<file path="src/rtl/alu_issue_stage_if.sv">
// rtl/alu_issue_stage_if.sv - decode/issue bus between the fetch side and the ID/EX slot
interface alu_issue_stage_if #(
    parameter int XLEN = 32
);
    // Upstream instruction, operands and pipeline control
    logic            in_valid;
    logic            in_ready;
    logic [31:0]     instruction;
    logic [XLEN-1:0] pc;
    logic [XLEN-1:0] rs1_data;
    logic [XLEN-1:0] rs2_data;
    logic            stall;
    logic            flush;

    // Registered ID/EX slot contents
    logic            ex_valid;
    logic [5:0]      ALU_Control;
    logic            branch_op;
    logic [XLEN-1:0] operand_A;
    logic [XLEN-1:0] operand_B;
    logic [XLEN-1:0] target;
    logic [4:0]      rd;
    logic            reg_write;
    logic [XLEN-1:0] store_data;
    logic            mem_read;
    logic            mem_write;
    logic            illegal;

    // Upstream/pipeline-control side: drives instructions, observes the slot
    modport master (
        output in_valid, instruction, pc, rs1_data, rs2_data, stall, flush,
        input  in_ready, ex_valid, ALU_Control, branch_op, operand_A, operand_B,
        input  target, rd, reg_write, store_data, mem_read, mem_write, illegal
    );

    // Issue stage side: consumes instructions, owns the slot
    modport slave (
        input  in_valid, instruction, pc, rs1_data, rs2_data, stall, flush,
        output in_ready, ex_valid, ALU_Control, branch_op, operand_A, operand_B,
        output target, rd, reg_write, store_data, mem_read, mem_write, illegal
    );
endinterface

</file>
<file path="src/rtl/alu_issue_stage.sv">
// rtl/alu_issue_stage.sv - RV32I decode and operand select into a registered ID/EX slot
module alu_issue_stage #(
    parameter int         XLEN     = 32,
    parameter logic [5:0] NOP_CTRL = 6'b000000
) (
    input  logic              clock,
    input  logic              reset,
    alu_issue_stage_if.slave  bus
);
    localparam logic [6:0] OPC_OP     = 7'b0110011;
    localparam logic [6:0] OPC_OPIMM  = 7'b0010011;
    localparam logic [6:0] OPC_LOAD   = 7'b0000011;
    localparam logic [6:0] OPC_STORE  = 7'b0100011;
    localparam logic [6:0] OPC_BRANCH = 7'b1100011;
    localparam logic [6:0] OPC_LUI    = 7'b0110111;
    localparam logic [6:0] OPC_AUIPC  = 7'b0010111;
    localparam logic [6:0] OPC_JAL    = 7'b1101111;
    localparam logic [6:0] OPC_JALR   = 7'b1100111;

    localparam logic [XLEN-1:0] LINK_OFFSET = XLEN'(4);
    localparam logic [XLEN-1:0] ALIGN_MASK  = ~XLEN'(1);

    // Instruction fields
    logic [31:0] instr;
    logic [6:0]  opcode;
    logic [2:0]  funct3;
    logic [6:0]  funct7;
    logic [4:0]  rd_field;

    assign instr    = bus.instruction;
    assign opcode   = instr[6:0];
    assign rd_field = instr[11:7];
    assign funct3   = instr[14:12];
    assign funct7   = instr[31:25];

    // Immediates, first in 32-bit RV32I form, then sign-extended to XLEN
    logic [31:0]     imm_i32, imm_s32, imm_b32, imm_u32, imm_j32;
    logic [XLEN-1:0] imm_i, imm_s, imm_b, imm_u, imm_j;

    assign imm_i32 = {{20{instr[31]}}, instr[31:20]};
    assign imm_s32 = {{20{instr[31]}}, instr[31:25], instr[11:7]};
    assign imm_b32 = {{19{instr[31]}}, instr[31], instr[7], instr[30:25], instr[11:8], 1'b0};
    assign imm_u32 = {instr[31:12], 12'b0};
    assign imm_j32 = {{11{instr[31]}}, instr[31], instr[19:12], instr[20], instr[30:21], 1'b0};

    assign imm_i = XLEN'($signed(imm_i32));
    assign imm_s = XLEN'($signed(imm_s32));
    assign imm_b = XLEN'($signed(imm_b32));
    assign imm_u = XLEN'($signed(imm_u32));
    assign imm_j = XLEN'($signed(imm_j32));

    // Decoded values that the slot captures on a load
    logic [5:0]      d_ctrl;
    logic            d_bop;
    logic [XLEN-1:0] d_a;
    logic [XLEN-1:0] d_b;
    logic [XLEN-1:0] d_tgt;
    logic [XLEN-1:0] d_sd;
    logic            d_writes;
    logic            d_rw;
    logic            d_mr;
    logic            d_mw;
    logic            d_ill;

    // Decode the incoming instruction: control, operands, target and tags
    always_comb begin
        d_ctrl   = NOP_CTRL;
        d_bop    = 1'b0;
        d_a      = '0;
        d_b      = '0;
        d_tgt    = '0;
        d_sd     = '0;
        d_writes = 1'b0;
        d_mr     = 1'b0;
        d_mw     = 1'b0;
        d_ill    = 1'b0;

        case (opcode)
            OPC_OP: begin
                d_a      = bus.rs1_data;
                d_b      = bus.rs2_data;
                d_writes = 1'b1;
                d_ctrl   = {2'b00, funct7[5], funct3};
                // Only ADD/SUB and SRL/SRA have an alternate funct7 encoding
                if (funct7 == 7'h00) begin
                    d_ill = 1'b0;
                end else if (funct7 == 7'h20 && (funct3 == 3'b000 || funct3 == 3'b101)) begin
                    d_ill = 1'b0;
                end else begin
                    d_ill = 1'b1;
                end
            end
            OPC_OPIMM: begin
                d_a      = bus.rs1_data;
                d_b      = imm_i;
                d_writes = 1'b1;
                d_ctrl   = {3'b000, funct3};
                if (funct3 == 3'b001 && funct7 != 7'h00) begin
                    d_ill = 1'b1;
                end
                if (funct3 == 3'b101) begin
                    if (funct7 == 7'h20) begin
                        d_ctrl = 6'b001101;
                    end else if (funct7 != 7'h00) begin
                        d_ill = 1'b1;
                    end
                end
            end
            OPC_LOAD: begin
                d_a      = bus.rs1_data;
                d_b      = imm_i;
                d_ctrl   = 6'b000000;
                d_writes = 1'b1;
                d_mr     = 1'b1;
            end
            OPC_STORE: begin
                d_a    = bus.rs1_data;
                d_b    = imm_s;
                d_ctrl = 6'b000000;
                d_sd   = bus.rs2_data;
                d_mw   = 1'b1;
            end
            OPC_BRANCH: begin
                d_a    = bus.rs1_data;
                d_b    = bus.rs2_data;
                d_ctrl = {3'b010, funct3};
                d_bop  = 1'b1;
                d_tgt  = bus.pc + imm_b;
                if (funct3 == 3'b010 || funct3 == 3'b011) begin
                    d_ill = 1'b1;
                end
            end
            OPC_LUI: begin
                d_b      = imm_u;
                d_ctrl   = 6'b000000;
                d_writes = 1'b1;
            end
            OPC_AUIPC: begin
                d_a      = bus.pc;
                d_b      = imm_u;
                d_ctrl   = 6'b000000;
                d_writes = 1'b1;
            end
            OPC_JAL: begin
                // ALU passes operand_A through to form the link value
                d_a      = bus.pc + LINK_OFFSET;
                d_ctrl   = 6'b011111;
                d_tgt    = bus.pc + imm_j;
                d_writes = 1'b1;
            end
            OPC_JALR: begin
                d_a      = bus.pc + LINK_OFFSET;
                d_ctrl   = 6'b111111;
                d_tgt    = (bus.rs1_data + imm_i) & ALIGN_MASK;
                d_writes = 1'b1;
            end
            default: begin
                d_ill = 1'b1;
            end
        endcase

        // An illegal instruction still reaches execute, but with no side effects
        if (d_ill) begin
            d_ctrl = NOP_CTRL;
            d_bop  = 1'b0;
            d_mr   = 1'b0;
            d_mw   = 1'b0;
        end
        d_rw = d_writes && (rd_field != 5'd0) && !d_ill;
    end

    assign bus.in_ready = !bus.stall;

    // ID/EX slot: reset, then flush or bubble, then stall hold, then load
    always_ff @(posedge clock) begin
        if (reset) begin
            bus.ex_valid    <= 1'b0;
            bus.ALU_Control <= NOP_CTRL;
            bus.branch_op   <= 1'b0;
            bus.operand_A   <= '0;
            bus.operand_B   <= '0;
            bus.target      <= '0;
            bus.rd          <= 5'd0;
            bus.reg_write   <= 1'b0;
            bus.store_data  <= '0;
            bus.mem_read    <= 1'b0;
            bus.mem_write   <= 1'b0;
            bus.illegal     <= 1'b0;
        end else if (bus.flush || (!bus.stall && !bus.in_valid)) begin
            bus.ex_valid    <= 1'b0;
            bus.ALU_Control <= NOP_CTRL;
            bus.branch_op   <= 1'b0;
            bus.operand_A   <= '0;
            bus.operand_B   <= '0;
            bus.target      <= '0;
            bus.rd          <= 5'd0;
            bus.reg_write   <= 1'b0;
            bus.store_data  <= '0;
            bus.mem_read    <= 1'b0;
            bus.mem_write   <= 1'b0;
            bus.illegal     <= 1'b0;
        end else if (!bus.stall) begin
            bus.ex_valid    <= 1'b1;
            bus.ALU_Control <= d_ctrl;
            bus.branch_op   <= d_bop;
            bus.operand_A   <= d_a;
            bus.operand_B   <= d_b;
            bus.target      <= d_tgt;
            bus.rd          <= rd_field;
            bus.reg_write   <= d_rw;
            bus.store_data  <= d_sd;
            bus.mem_read    <= d_mr;
            bus.mem_write   <= d_mw;
            bus.illegal     <= d_ill;
        end
    end
endmodule

</file>
<file path="src/flat_wrapper.sv">
// flat-port wrapper written by rule: the top's interface ports become plain ports
module alu_issue_stage_flat 
#(
    parameter int         XLEN     = 32,
    parameter logic [5:0] NOP_CTRL = 6'b000000
)
  (clock, reset, bus_in_valid, bus_instruction, bus_pc, bus_rs1_data, bus_rs2_data, bus_stall, bus_flush, bus_in_ready, bus_ex_valid, bus_ALU_Control, bus_branch_op, bus_operand_A, bus_operand_B, bus_target, bus_rd, bus_reg_write, bus_store_data, bus_mem_read, bus_mem_write, bus_illegal);
  alu_issue_stage_if #(.XLEN(XLEN)) bus_i ();
  input  logic clock;
  input  logic reset;
  input wire logic [$bits(bus_i.in_valid)-1:0] bus_in_valid;
  input wire logic [$bits(bus_i.instruction)-1:0] bus_instruction;
  input wire logic [$bits(bus_i.pc)-1:0] bus_pc;
  input wire logic [$bits(bus_i.rs1_data)-1:0] bus_rs1_data;
  input wire logic [$bits(bus_i.rs2_data)-1:0] bus_rs2_data;
  input wire logic [$bits(bus_i.stall)-1:0] bus_stall;
  input wire logic [$bits(bus_i.flush)-1:0] bus_flush;
  output wire logic [$bits(bus_i.in_ready)-1:0] bus_in_ready;
  output wire logic [$bits(bus_i.ex_valid)-1:0] bus_ex_valid;
  output wire logic [$bits(bus_i.ALU_Control)-1:0] bus_ALU_Control;
  output wire logic [$bits(bus_i.branch_op)-1:0] bus_branch_op;
  output wire logic [$bits(bus_i.operand_A)-1:0] bus_operand_A;
  output wire logic [$bits(bus_i.operand_B)-1:0] bus_operand_B;
  output wire logic [$bits(bus_i.target)-1:0] bus_target;
  output wire logic [$bits(bus_i.rd)-1:0] bus_rd;
  output wire logic [$bits(bus_i.reg_write)-1:0] bus_reg_write;
  output wire logic [$bits(bus_i.store_data)-1:0] bus_store_data;
  output wire logic [$bits(bus_i.mem_read)-1:0] bus_mem_read;
  output wire logic [$bits(bus_i.mem_write)-1:0] bus_mem_write;
  output wire logic [$bits(bus_i.illegal)-1:0] bus_illegal;
  assign bus_i.in_valid = bus_in_valid;
  assign bus_i.instruction = bus_instruction;
  assign bus_i.pc = bus_pc;
  assign bus_i.rs1_data = bus_rs1_data;
  assign bus_i.rs2_data = bus_rs2_data;
  assign bus_i.stall = bus_stall;
  assign bus_i.flush = bus_flush;
  assign bus_in_ready = bus_i.in_ready;
  assign bus_ex_valid = bus_i.ex_valid;
  assign bus_ALU_Control = bus_i.ALU_Control;
  assign bus_branch_op = bus_i.branch_op;
  assign bus_operand_A = bus_i.operand_A;
  assign bus_operand_B = bus_i.operand_B;
  assign bus_target = bus_i.target;
  assign bus_rd = bus_i.rd;
  assign bus_reg_write = bus_i.reg_write;
  assign bus_store_data = bus_i.store_data;
  assign bus_mem_read = bus_i.mem_read;
  assign bus_mem_write = bus_i.mem_write;
  assign bus_illegal = bus_i.illegal;
  alu_issue_stage #(.XLEN(XLEN), .NOP_CTRL(NOP_CTRL)) u_core (.clock(clock), .reset(reset), .bus(bus_i));
endmodule
</file>
<file path="config.mk">
export PLATFORM = sky130hd
export DESIGN_NAME = alu_issue_stage_flat
export DESIGN_NICKNAME = d
export VERILOG_FILES = /design/src/rtl/alu_issue_stage_if.sv /design/src/rtl/alu_issue_stage.sv /design/src/flat_wrapper.sv
export SDC_FILE = /design/constraint.sdc
export NUM_CORES = 1
export LEC_CHECK = 0
export CELL_PAD_IN_SITES_DETAIL_PLACEMENT = 0
export CELL_PAD_IN_SITES_GLOBAL_PLACEMENT = 1
export CORE_UTILIZATION = 38
export CTS_BUF_LIST = sky130_fd_sc_hd__clkbuf_16
export CTS_CLUSTER_SIZE = 10
export DETAILED_ROUTE_END_ITERATION = 10
export HOLD_SLACK_MARGIN = 0.05
export PLACE_DENSITY_LB_ADDON = 0.15
export SLEW_MARGIN = 20
export SYNTH_ARGS = -nofsm -noshare
export SYNTH_HDL_FRONTEND = slang
export SYNTH_SLANG_ARGS = --single-unit
</file>
<file path="constraint.sdc">
create_clock -name clock -period 11.8 [get_ports clock]
set_input_delay 2.36 -clock clock [delete_from_list [all_inputs] [get_ports clock]]
set_output_delay 2.36 -clock clock [all_outputs]
set_load 0.05 [all_outputs]
</file>
## Word-level counts from Yosys, hierarchy flattened

Index checks and enable logic that the tools add are counted.
W data, S select, Z words.

- Bits in registers: 145
- Bits in latches: 0
- Memory bits (writable): 0
- Bits in read-only memories: 0
- Output and inout bits: 146
- Word-level logic and storage cells: 76
- Memories: 0

- Add/subtract/negate cells: 4
- $mul: 0
- Divide/modulo/power cells: 0
- Magnitude comparators: 0
- Eq/ne operators: 14
- Shift operators: 0
- Mux-type cells: 23
- Bitwise operators: 0
- Reduce and logical (&&, ||, !) cells: 23

Operators by type and width:

| cell | number |
|---|---|
| $pmux W32 S3 | 2 |
| $pmux W32 S4 | 1 |
| $add A32 B32 Y32 | 3 |
| $add A32 B3 Y32 const B | 1 |
| $mux W32 | 1 |
| $pmux W6 S5 | 1 |
| $eq A7 B6 Y1 const B | 4 |
| $eq A7 B7 Y1 const B | 3 |
| $eq A7 B5 Y1 const B | 2 |
| $mux W1 | 14 |
| $mux W6 | 2 |
| $reduce_or A2 Y1 | 5 |
| $eq A7 B2 Y1 const B | 1 |
| $logic_not A7 Y1 | 1 |
| $reduce_bool A7 Y1 | 1 |
| $reduce_or A7 Y1 | 1 |
| $eq A3 B2 Y1 const B | 2 |
| $reduce_or A6 Y1 | 1 |
| $logic_and A1 B1 Y1 | 5 |
| $reduce_bool A5 Y1 | 1 |
| $reduce_or A5 Y1 | 1 |
| $mux W4 | 1 |
| $pmux W1 S4 | 1 |
| $eq A3 B1 Y1 const B | 1 |
| other kinds (4) | 8 |

## Longest topological paths before layout

- Depth in word-level cells: 9
- Gate-level depth with buffers: 20
- Mapped depth without buffers: 17

## Worst setup path before layout

OpenSTA, ideal clock, no wires.

- Path type: input to output
- Start point: input bus_stall
- End point: output bus_in_ready
- Arrival time: 3562 ps
- Slack: 5878 ps
- Stages: 4
- Buffers on the path: 3
- Cells stage by stage: clkbuf_1 clkinv_1 clkbuf_1 clkbuf_1

- Longest elaborated chain between the ends: 1

RTL lines:

| item | line | text |
|---|---|---|
| start: declaration | flat_wrapper.sv:16 | `input wire logic [$bits(bus_i.stall)-1:0] bus_stall;` |
| $logic_not A1 Y1 | alu_issue_stage.sv:172 | `assign bus.in_ready = !bus.stall;` |
| end: declaration | flat_wrapper.sv:18 | `output wire logic [$bits(bus_i.in_ready)-1:0] bus_in_ready;` |

No other way between the ends.

## Worst setup path in the final report

- Start point: input bus_instruction[4]
- End point: register u_core.bus.target[24]

- Longest elaborated chain between the ends: 2
- Elaborated cells between the ends (all ways): 4
- Classes of those cells: eq/ne (3); mux (1)

RTL lines:

| item | line | text |
|---|---|---|
| start: declaration | flat_wrapper.sv:12 | `input wire logic [$bits(bus_i.instruction)-1:0] bus_instruction;` |
| $eq A7 B7 Y1 | alu_issue_stage.sv:78 | `case (opcode)` |
| $pmux W32 S3 (*) | alu_issue_stage.sv:78 |  |
| end signal: assignment | alu_issue_stage.sv:208 | `bus.target <= d_tgt;` |
| end: declaration | alu_issue_stage_if.sv:40 | `output target, rd, reg_write, store_data, mem_read, mem_write, illegal` |

Every way passes the cells marked *; elsewhere a longest branch is shown, timed or not.
A chain may end at the register's enable or synchronous reset.

==> results <==
- The flow ran to the end, and the final reports show no timing, DRC or antenna violations.
- In this run the critical register-to-register path is launched from u_core.bus.operand_A[25].
- In this run the vertical extent of the chip is 166.7 um.
- After legalization and detailed placement, the total HPWL measured 31,290 um.
- The number of filler cells placed in the layout is 2,636.
- With fillers left out, the area of the finished cells amounts to between 10,000 and 15,000 sq um.
- The netlist uses 83 different library cells.
- The tool flagged a number of max-cap violations equal to 0.
- The maximum clock frequency is roughly 150 MHz.
- The setup clock skew after layout is 0 ns.
- After clock tree synthesis, the clock-pin slew on the worst setup and hold paths is 0.08 ns.
- The number of buffers between clock root and the deepest sink is 2.
- The post-synthesis async set-or-reset flop share is 0%.
- Of the synthesized area, sequential elements account for 28.16%.
- In this run, synthesis produced a sequential element count of 145.
- The number of buffer cells added on primary ports is 278.
- The signal arrival time at the worst endpoint is roughly 7 ns.
- At the placement stage, the worst setup path has a slack of 4.622 ns.
- The max-slew headroom at the worst pin is 23.33%.
- The clock latency on the worst-skew pair is 0.43 ns.
- The routability congestion estimate from global placement is 0.9009.
- Once placement finished, the instance area stood at 13,250 sq um.
- The startpoint kind of the worst setup timing path is a primary input.
- The count of mapped cells out of synthesis is 1,346.
- The post-route netlist has 5.942% of its cells at a drive strength greater than 1.
- The average cell area after synthesis is roughly 7.7 sq um.
- The final-layout setup total negative slack is 0 ns.
- For this design the static power due to leakage is approximately 5 nW.
- The most critical setup path has its endpoint at u_core.bus.target[24].
- For this block, the initial DRC count from the detailed router was 939.
- Setup repair after global routing left no endpoint under its margin.
- The worst path meets setup with approximately 5.0 ns of slack.
- The most used flip-flop cell after synthesis is dfxtp_1.
- The number of buffers inserted for hold repair after clock tree synthesis is 0.
- During synthesis, Yosys emitted a total of 0 warnings.
- The total number of H-tree levels is 4.
- The per-cell via count in the routed design is 5.936.
- Overall power consumption after layout is estimated at around 1.5 mW.
- The clock drives ~150 sinks.
- The layout overhead on the synthesized area is 34.68%.
- The tightest min-delay check is of the flop to flop type.
- The final layout net count is 1,768.
- The number of clock buffers added by TritonCTS is 17.
- The TritonCTS clock tree is done.
- The pin count of the biggest net entering global routing is 80.
- The synthesized design spends more area on one cell type than any other, namely dfxtp_1.
- Dividing the detail-routed wire length by the instance count gives about 22 um.
- The clock period could shrink to 6.815 ns.
- In this run the cell area of the synthesized design comes to 10,310 sq um.
- The final max-slew violation count is 0.
- The length in cells of the worst reg-to-reg path is 2.
- In this run the horizontal extent of the chip is approximately 170 um.
- Setup violations remaining at the end of the flow were counted as 0.
- Data on the critical path is required at its endpoint by 12.12 ns.
- The worst setup path is captured at a flop.
- The share of Yosys cell area claimed by the top area cell type is 28.16%.
- The routed design has 42,270 um of wire.
- The remaining antenna violation count after routing is 0.
- 279 I/O pins were placed.
- The endpoint of the most critical register-to-register path is u_core.bus.operand_A[25].
- The post-route DRC violation count is 0.
- The critical-path maximum fanout is 26.
- The routed via count is 11,380.
- The initial antenna violation count came to 0.
- The total nets after synthesis is 1,545.
- The core area is 26,350 sq um.
- The clock root buffer is clkbuf_16.
- The post-CTS setup-driven buffer insertion count is 0.
- The share of the clock period used by the worst path is 57.76%.
- The worst setup path is of the primary input to flop kind.
- The beginning of the critical path is bus_instruction[4].
- For this configuration, the core starts out at a cell density of about two fifths.
- After synthesis, the cell types taking the most area are dfxtp_1, ha_1, a21oi_1.
- The total power density per cell area is 105.4 nW/um^2.
- Gates resized during post-CTS repair numbered 0.
- The number of antenna diodes in the final layout is 0.
- In the global route stage, overall resource usage came out at 29.95%.
- The number of global-route vias before repair is approximately 11,000.
- Across all register-to-register paths, the minimum setup slack is 10.83 ns.
- The first-pass GRT wire length is around 64,000 um.
- The total grt overflow is 0.
- The row count is 59.
- The hold violation total from the final report is 0.
- The peak supply drop is 0.07586 mV.
- The pre-antenna-repair detailed-routing pass consisted of 5 iterations.
- The worst-margin pin slew is 1.146 ns.
- Counting flops with a built-in enable in the synthesized netlist gives 0.
- The die covers 27,790 sq um.
## how the worst min path moves through the flow
stage | from | end | cells past startpoint
after global routing | u_core.bus.store_data[20] | u_core.bus.store_data[20] | 2
after detailed placement | u_core.bus.ex_valid | u_core.bus.ex_valid | 1
final | u_core.bus.store_data[2] | u_core.bus.store_data[2] | 2
after floorplan | u_core.bus.target[14] | u_core.bus.target[14] | 2
after CTS | u_core.bus.store_data[22] | u_core.bus.store_data[22] | 2
after global placement | u_core.bus.ex_valid | u_core.bus.ex_valid | 1
## report_power, final
group          switching [mW]  internal, mW
clock network           0.268         0.345
registers             0.00180         0.492
logic                   0.214         0.142
total                   0.483         0.980
## kinds of logic after synthesis
logic type / share of synthesized area (%)
buffers and inverters: 4.187
DFF: 28.16
muxes: 1.420
xor gates and xnor gates: 4.842
adders and majority gates: 8.155
and+or+nand+nor: 22.00
AOI/OAI and AO/OA: 31.24
## layout make-up
cell class	instances	area [sq um]	share of cell area, %
repair buffers	290	2870	20.67
well taps	335	419.2	3.019
clock buffers	17	425.4	3.064
clock inverters	15	212.7	1.532
flip-flops and latches	145	2903	20.90
multi-input cells	1098	6992	50.35
inverters	17	63.81	0.4595
## critical path, cell delays in order
cell             delay (ns)
clkdlybuf4s50_1        0.62
nand2b_1               0.33
nor2_2                 0.22
nand2_1                0.15
nor2_2                 0.12
buf_4                  0.32
nand2_2                0.20
and2_0                 0.35
a31o_2                 0.27
ha_1                   0.43
o21ai_0                0.14
a21oi_1                0.22
nand2_1                0.09
o31ai_2                0.45
a21boi_4               0.16
o31ai_2                0.23
xor2_1                 0.09
a221oi_1               0.30
nor2_1                 0.07
## state kept, by name, summed over array words and instances (netlist names)
register,flops
u_core.bus.reg_write,1
u_core.bus.mem_read,1
u_core.bus.store_data,32
u_core.bus.operand_A,32
u_core.bus.operand_B,32
u_core.bus.target,32
u_core.bus.ex_valid,1
u_core.bus.mem_write,1
u_core.bus.ALU_Control,6
u_core.bus.rd,5
u_core.bus.illegal,1
u_core.bus.branch_op,1
## placed cells by master, fill, tap and decap left out, types with 13 or more instances in the layout
master	n
clkdlybuf4s50_1	277
a221oi_1	33
xor2_1	23
a21oi_1	157
buf_4	13
o21bai_1	14
inv_1	16
a21o_1	24
nand3_1	37
ha_1	64
dfxtp_1	145
a31oi_1	15
a221o_1	13
xnor2_1	34
a22oi_1	25
o21ai_0	83
nand2_1	105
nor3_1	25
nor2_1	182
clkbuf_16	17
and3_1	49
## cell usage after synthesis, drive strengths merged, types with 10 or more instances
cell type  number
nor2          188
a21oi         161
dfxtp         145
nand2         108
o21ai          97
ha             64
clkbuf         61
and3           49
nand3          37
xnor2          34
a221oi         33
nor3           27
a22oi          25
buf            25
a21o           24
xor2           23
a31oi          16
inv            16
o21bai         14
a221o          13
a31o           11
and2           11
nand4          11
o21a           11
nand2b         10
## metrics by stage
stage / cells / util (%) / hold WS (ns)
floorplan: 1346 / - / 0.6857
global placement: 1885 / 50.27 / 0.4424
detailed placement: 1885 / 50.27 / 0.4508
CTS: 1917 / 52.69 / 0.4637
global route: 1917 / 52.69 / 0.4854
finish: 1917 / 52.69 / 0.4612
## routing by layer
layer  wire length [um]  vias up  track usage (%)
met4               1704        0            13.93
li1                   -     5445                -
met3               2195       78            4.705
met2              20580      401            52.80
met5                  0        -                0
met1              17790     5456            35.55
Note: power is estimated with default switching activity, not from simulation.
